===== config.mk =====
export PLATFORM = sky130hd
export DESIGN_NAME = mpmc11_chan_sched
export DESIGN_NICKNAME = d
export VERILOG_FILES = /design/src/rtl/mpmc11_chan_sched.sv
export SDC_FILE = /design/constraint.sdc
export NUM_CORES = 1
export LEC_CHECK = 0
export CAP_MARGIN = 20
export CORE_ASPECT_RATIO = 1.1
export CORE_MARGIN = 1
export CORE_UTILIZATION = 27
export DETAILED_ROUTE_END_ITERATION = 6
export SLEW_MARGIN = 5
export SYNTH_ARGS = -nofsm -noshare
export SYNTH_HDL_FRONTEND = slang
export SYNTH_SLANG_ARGS = --single-unit

===== constraint.sdc =====
create_clock -name clk -period 16.1 [get_ports clk]
set_input_delay 2.415 -clock clk [delete_from_list [all_inputs] [get_ports clk]]
set_output_delay 2.415 -clock clk [all_outputs]
set_load 0.05 [all_outputs]

===== src/rtl/mpmc11_chan_sched.sv =====
// Channel scheduler for the MPMC per-channel read-command FIFOs: two-class
// round-robin with anti-starvation promotion, one-cycle read strobe, grant held until done.
package mpmc11_pkg;
  typedef enum logic [2:0] {IDLE, INIT, CALIB, READ, WRITE, REFRESH} mpmc11_state_t;
endpackage

module mpmc11_chan_sched #(
  parameter int NCHAN      = 8,
  parameter int STARVE_LIM = 7
) (
  input  logic                       clk,
  input  logic                       rst_n,
  input  mpmc11_pkg::mpmc11_state_t  state,
  input  logic                       calib_complete,
  input  logic [NCHAN-1:0]           empty,
  input  logic [NCHAN-1:0]           rd_rst_busy,
  input  logic [NCHAN-1:0]           hipri,
  input  logic                       done,
  output logic [NCHAN-1:0]           rd,
  output logic [$clog2(NCHAN)-1:0]   ch,
  output logic                       cmd_valid,
  output logic                       busy
);

  localparam int CW = $clog2(NCHAN);
  localparam int WW = $clog2(STARVE_LIM + 1);

  typedef enum logic [1:0] {S_IDLE, S_POP, S_LAT, S_BUSY} fsm_t;

  fsm_t             fsm;
  logic [CW-1:0]    rr_ptr;
  logic [WW-1:0]    wait_cnt [NCHAN];

  logic [NCHAN-1:0] elig;
  logic [NCHAN-1:0] starve;
  logic [NCHAN-1:0] cls_mask;
  logic [CW-1:0]    gsel;
  logic             found;
  logic [CW:0]      pos;

  assign elig = ~empty & ~rd_rst_busy;

  always_comb begin
    starve = '0;
    for (int unsigned i = 0; i < NCHAN; i++)
      starve[i] = elig[i] && (wait_cnt[i] == WW'(STARVE_LIM));
  end

  // Highest non-empty class wins; round-robin applies only within that class.
  always_comb begin
    if (|starve)
      cls_mask = starve;
    else if (|(elig & hipri))
      cls_mask = elig & hipri;
    else
      cls_mask = elig;
  end

  always_comb begin
    found = 1'b0;
    gsel  = '0;
    pos   = '0;
    for (int unsigned k = 0; k < NCHAN; k++) begin
      pos = {1'b0, rr_ptr} + (CW+1)'(k);
      if (pos >= (CW+1)'(NCHAN))
        pos = pos - (CW+1)'(NCHAN);
      if (!found && cls_mask[pos[CW-1:0]]) begin
        found = 1'b1;
        gsel  = pos[CW-1:0];
      end
    end
  end

  always_ff @(posedge clk or negedge rst_n) begin
    if (!rst_n) begin
      fsm       <= S_IDLE;
      rd        <= '0;
      ch        <= '0;
      cmd_valid <= 1'b0;
      busy      <= 1'b0;
      rr_ptr    <= '0;
      for (int unsigned i = 0; i < NCHAN; i++)
        wait_cnt[i] <= '0;
    end else begin
      rd        <= '0;
      cmd_valid <= 1'b0;
      unique case (fsm)
        S_IDLE: begin
          if (state == mpmc11_pkg::IDLE && calib_complete && found) begin
            rd     <= NCHAN'(1) << gsel;
            ch     <= gsel;
            busy   <= 1'b1;
            fsm    <= S_POP;
            rr_ptr <= (gsel == CW'(NCHAN-1)) ? '0 : gsel + 1'b1;
            for (int unsigned i = 0; i < NCHAN; i++) begin
              if (CW'(i) == gsel)
                wait_cnt[i] <= '0;
              else if (!elig[i])
                wait_cnt[i] <= '0;
              else if (wait_cnt[i] != WW'(STARVE_LIM))
                wait_cnt[i] <= wait_cnt[i] + 1'b1;
            end
          end
        end
        S_POP: begin
          if (!calib_complete) begin
            busy <= 1'b0;
            fsm  <= S_IDLE;
          end else begin
            cmd_valid <= 1'b1;
            fsm       <= S_LAT;
          end
        end
        S_LAT: begin
          if (!calib_complete || done) begin
            busy <= 1'b0;
            fsm  <= S_IDLE;
          end else begin
            fsm <= S_BUSY;
          end
        end
        S_BUSY: begin
          if (!calib_complete || done) begin
            busy <= 1'b0;
            fsm  <= S_IDLE;
          end
        end
      endcase
    end
  end

endmodule


# Yosys cells after proc, flatten, opt, wreduce, memory -nomap -nowiden

Index checks and enable logic that the tools add are counted.

Register bits: 42
Bits of input ports: 31
Word-level logic and storage cells: 221
Output and inout bits: 13

Equal/unequal tests: 39
Shifts and indexed selects: 1
Mux-type cells: 80
Reductions and logical operators: 43
$lt $le $gt $ge: 16
Bitwise logic cells: 4
Add/sub/neg operators: 24

Operators by type and width:

| kind                | count |
|---|---|
| $mux 3              | 41 |
| $lt 3x4->1 const B  | 8 |
| $mux 8              | 4 |
| $ge 4x4->1 const B  | 7 |
| $add 3x1->3 const B | 9 |
| $eq 3x3->1 const B  | 9 |
| $reduce_and 3->1    | 9 |
| $bmux 1 s3          | 8 |
| $ne 3x1->1 const B  | 8 |
| $ne 3x3->1 const B  | 8 |
| $sub 3x1->3 const B | 8 |
| $mux 1              | 21 |
| $logic_and 1x1->1   | 17 |
| $add 3x3->4 const B | 4 |
| $and 8x8->8         | 2 |
| $not 8->8           | 2 |
| $reduce_or 8->1     | 2 |
| $eq 3x3->1 const A  | 4 |
| $add 3x2->4 const B | 2 |
| $logic_not 1->1     | 8 |
| $mux 2              | 4 |
| $pmux 2 s4          | 1 |
| $shl 1x3->8 const A | 1 |
| $eq 2x3->1 const A  | 2 |
| other kinds (13)    | 18 |

# Logic depth before layout (Yosys ltp)

Word-level depth: 33
Depth in mapped cells: 19
Mapped depth without buffers: 18

# Worst setup path after synthesis

Ideal clock, no wire load.

Path type: input to register
From: input empty[0]
To: register wait_cnt[0] (netlist name)
Library setup time: 0.065 ns
Buffers on the path: 1
Required time: 16.035 ns
Arrival time: 6.572 ns
Setup slack: 9.463 ns
Cell stages on the path: 16
Cells stage by stage: nor2_1 a2111o_1 or2_1 buf_2 o311a_1 mux4_2 a211o_1 o22a_1 o31a_1 o31ai_2 inv_1 ha_1 ha_1 or3_1 o21ai_0 mux2_2

Cells in the longest elaborated chain, start to end: 33
Elaborated cells on any way between the ends: 59
Those cells by class: 2 x eq/ne; 35 x mux; 3 x bitwise; 19 x reduce/logical

Ends and longest elaborated chain:

| what                              | line   | source |
|---|---|---|
| start, declared                   | 15     | `input logic [NCHAN-1:0] empty,` |
| $not 8->8 *                       | 41     | `assign elig = ~empty & ~rd_rst_busy;` |
| $and 8x8->8 *                     | 41     |  |
| $and 8x8->8                       | 53, 54 |  |
| $reduce_or 8->1                   | 53     | `else if (\|(elig & hipri))` |
| $mux 8                            | 53     |  |
| $mux 8 *                          | 51     | `if (\|starve)` |
| $bmux 1 s3                        | 67     | `if (!found && cls_mask[pos[CW-1:0]]) begin` |
| $mux 1 (implied by the code)      | 67     |  |
| (+18 left out)                    | n/a    |  |
| $mux 1                            | 67     |  |
| $logic_not 1->1                   | 67     |  |
| $logic_and 1x1->1                 | 67     |  |
| $mux 3 *                          | 67     |  |
| net gsel[0]                       | 37     | `logic [CW-1:0] gsel;` |
| $eq 3x3->1 *                      | 96     | `if (CW'(i) == gsel)` |
| $ne 3x1->1 (no source line)       | n/a    |  |
| $reduce_and 3->1 (no source line) | n/a    |  |
| end signal, assigned by index     | 101    | `wait_cnt[i] <= wait_cnt[i] + 1'b1;` |
| end, declared                     | 32     | `logic [WW-1:0] wait_cnt [NCHAN];` |

Mark *: on every way through the listed nets, which the timed path passes. The rest lies on a longest branch. The select of a mux whose other input is x is not followed.
A chain may end at the register's enable or synchronous reset.

# Final worst setup path

From: input empty[2]
To: register wait_cnt[0] (netlist name)

Same word-level chain as after synthesis.

==> flow_metrics.tcl <==
set metrics [dict create \
    cts_made_buffers 5 \
    setup_viol 0 \
    yosysWarningCount 0 \
    p_sw_mw 0.3366 \
    dpl_cell_area_um2 3918 \
    synth_cell_types 64 \
    hp-class "flip-flop to flip-flop" \
    startpoint "empty[2]" \
    critPathTopFamily "compound AO/OA/AOI/OAI gates" \
    swShare 0.4808 \
    die_h_um 119.1 \
    async_reset_ff_frac 1.000 \
    root_buffer "clkbuf_16" \
    clockBufferDepth 2 \
    diodes 0 \
    worst_path_most_repeated_cell "ha_1" \
    power_density_nw_per_um2 172.2 \
    synth-seq-cells 42 \
    ff2ff_path_depth 17 \
    finalClockSkew_ns 0.002555 \
    wl_per_cell_um 17.01 \
    outcome "completed" \
    p_clk_frac 0.143 \
    grt_max_degree 43 \
    layout-drive-gt1-share 0.1096 \
    portBuffers 43 \
    synth_seq_area_share 0.3122 \
    area_delta_synth_final_pct 20.74 \
    cp_num_cells 16 \
    cp-end-kind "flip-flop" \
    antenna_found_initial 0 \
    netlist_area_um2 3367 \
    die_width_um 108.5 \
    grt_pass1_wl_mm 14.71 \
    htree_levels 2 \
    synth_nets 393 \
    postCtsSetupRepairBufs 0 \
    hold_start "wait_cnt[9]$_DFFE_PN0P_" \
    avgSynthCellArea_um2 9.961 \
    totalWireLength_mm 8.980 \
    tritoncts "done" \
    dieArea_um2 12920 \
    max_stage_delay_ns 0.52 \
    worstPathCellList "clkdlybuf4s50_1 > nor3b_1 > a2111o_1 > or2_1 > o311a_1 > mux4_2 > a211o_1 > o22a_1 > o31a_1 > o31ai_2 > inv_1 > ha_1 > ha_1 > or3_1 > o21ai_0 > mux2_2" \
    dr.pass1.iters 4 \
    synth_edf_count 0 \
    peakVddDrop_mv 0.06488 \
    hold_viol_final 0 \
    max-slew-margin-rel 0.3849 \
    worst_pin_slew_ns 0.9226 \
    drt_iter0_markers 217 \
    path_max_fanout 9 \
    crit_path_start_kind "input port" \
    final_cell_area_um2 4065 \
    p_total_mw 0.7001 \
    syn_inst 338 \
    combPwrFrac 0.616 \
    period_share 0.4588 \
    cap_violations 0 \
    cts.sink_count 42 \
    fmax_mhz 135.4 \
    start_util 0.2786 \
    hold_slack_ns 0.4775 \
    grt_usage 0.1456 \
    fin_nets 428 \
    worstSetupPathType "input port to flip-flop" \
    insertion_delay_ns 0.28 \
    finalWorstSetupSlack_ns 8.714 \
    rsz0062_at_grt "false" \
    finalCriticalPeriod_ns 7.386 \
    cp.buffers_inverters 2 \
    clk_pin_slew_ns 0.06 \
    place.gp.congestion 0.9165 \
    synth-main-ff-cell "dfrtp_1" \
    fp-row-count 42 \
    antenna_left 0 \
    cts-resized-gates 0 \
    arrival_ns 7.61 \
    pwr-share-seq 0.241 \
    slowest_stage "clkdlybuf4s50_1" \
    drc_errors 0 \
    io_pins 44 \
    p_leak_nw 1.750 \
    slew_violations 0 \
    dp_hpwl_mm 6.851 \
    core_area_um2 12090 \
    whs_path_depth 1 \
    post_drt_via_cell_ratio 5.456 \
    required_ns 16.32 \
    r2r_start "wait_cnt[15]$_DFFE_PN0P_" \
    grt_pass1_vias 2956 \
    num_vias 2881 \
    place_ws_ns 8.415 \
    grt.overflow.total 0 \
    hold_buffers 0 \
    intPower_mw 0.3635 \
    finalSetupTns_ns 0 \
]
-- layout by cell type, fill, tap and decap left out, drive strengths merged, types with 3 or more instances in the layout --
cell           count
clkdlybuf4s50     42
clkbuf             7
nand4              4
ha                24
o21ai             22
inv               27
mux2               9
o311a              8
a21oi              7
nor4               3
and2               7
clkinv             3
a221oi             4
and3               3
o2bb2ai            3
nand2             21
nor3              14
nor2              18
or2                3
o2111ai            4
a22o              11
dfrtp             42
mux4              14
o22ai              6
mux2i             18
nor3b             10
a211oi             3
-- worst reg2reg max path, stage by stage, from the launching register on --
cell and delay (ns):
dfrtp_1 0.39, ha_1 0.21, ha_1 0.22, nor3b_1 0.18, a2111o_1 0.51, or2_1 0.37
o311a_1 0.50, mux4_2 0.52, a211o_1 0.30, o22a_1 0.27, o31a_1 0.33, o31ai_2 0.34
inv_1 0.13, ha_1 0.27, ha_1 0.21, or3_1 0.32, o21ai_0 0.29, mux2_2 0.21
-- metal layers --
layer	vias to the layer above	global-route usage	share of wire
li1	1369	-	-
met1	1406	0.1744	0.42
met2	84	0.2544	0.51
met3	22	0.01587	0.039
met4	0	0.07179	0.033
met5	-	0	0
-- stage by stage --
step / utilization / std cells
floorplan: - / 338
global placement: 0.3241 / 520
detailed placement: 0.3241 / 520
CTS: 0.3363 / 528
global route: 0.3363 / 528
finish: 0.3363 / 528
-- final cells by class --
cell class / count / area [µm²]
Fill cell: 1248 / 8021
Multi-Input combinational cell: 251 / 2130
Clock inverter: 1 / 5.005
Sequential cell: 42 / 1051
Tap cell: 154 / 192.7
Inverter: 29 / 111.4
Clock buffer: 7 / 142.6
Timing Repair Buffer: 44 / 432.9
-- state kept, by name, summed over array words and instances (netlist names) --
| register | flops |
|---|---|
| wait_cnt | 24 |
| rd | 8 |
| ch | 3 |
| rr_ptr | 3 |
| fsm | 2 |
| busy | 1 |
| cmd_valid | 1 |
-- cells in the mapped netlist (4+ instances only) --
| cell | instances | area [µm²] |
|---|---|---|
| dfrtp_1 | 42 | 1051 |
| nor3b_1 | 9 | 67.56 |
| nand4_1 | 4 | 25.02 |
| nor2_1 | 18 | 67.56 |
| nor3_1 | 14 | 70.07 |
| o21ai_0 | 21 | 105.1 |
| mux2i_1 | 18 | 180.2 |
| o311a_1 | 8 | 80.08 |
| nand2_1 | 21 | 78.83 |
| and2_1 | 7 | 43.79 |
| o2111ai_1 | 4 | 35.03 |
| mux4_2 | 14 | 315.3 |
| ha_1 | 24 | 300.3 |
| clkbuf_1 | 9 | 33.78 |
| o22ai_1 | 6 | 37.54 |
| inv_1 | 26 | 97.59 |
| a21oi_1 | 7 | 35.03 |
| a22o_1 | 10 | 87.58 |
| mux2_2 | 8 | 90.09 |
-- power by group through the flow --
| stage | registers, mW | logic, mW | clock network (mW) |
|---|---|---|---|
| 6_report | 0.169 | 0.431 | 0.100 |
| 3_3_place_gp | 0.168 | 0.423 | 0 |
| 2_1_floorplan | 0.170 | 0.321 | 0 |
| 5_1_grt | 0.174 | 0.472 | 0.107 |
| 4_1_cts | 0.169 | 0.429 | 0.103 |
| 3_5_place_dp | 0.171 | 0.428 | 0 |
-- cells by family (layout without fill, tap and decap cells) --
kind of cell | after synthesis | count (layout) | synth area share
AOI/OAI and AO/OA | 94 | 94 | 0.2174
xor gates and xnor gates | 3 | 3 | 0.007805
adders and majority gates | 24 | 24 | 0.08919
buffers and inverters | 45 | 81 | 0.05537
DFF | 42 | 42 | 0.3122
muxes | 41 | 41 | 0.1773
and+or+nand+nor | 89 | 89 | 0.1408
-- worst paths after layout --
check	endpoint	slack [ns]
worst max-delay path	wait_cnt[0]$_DFFE_PN0P_	8.71
worst min-delay path	wait_cnt[9]$_DFFE_PN0P_	0.48
worst max register to register	wait_cnt[0]$_DFFE_PN0P_	10.47
worst min register to register	wait_cnt[9]$_DFFE_PN0P_	0.48
max in group asynchronous	rr_ptr[1]$_DFFE_PN0P_	13.25
min in group asynchronous	cmd_valid$_DFF_PN0_	2.27
(Power assumes the default switching activity.)
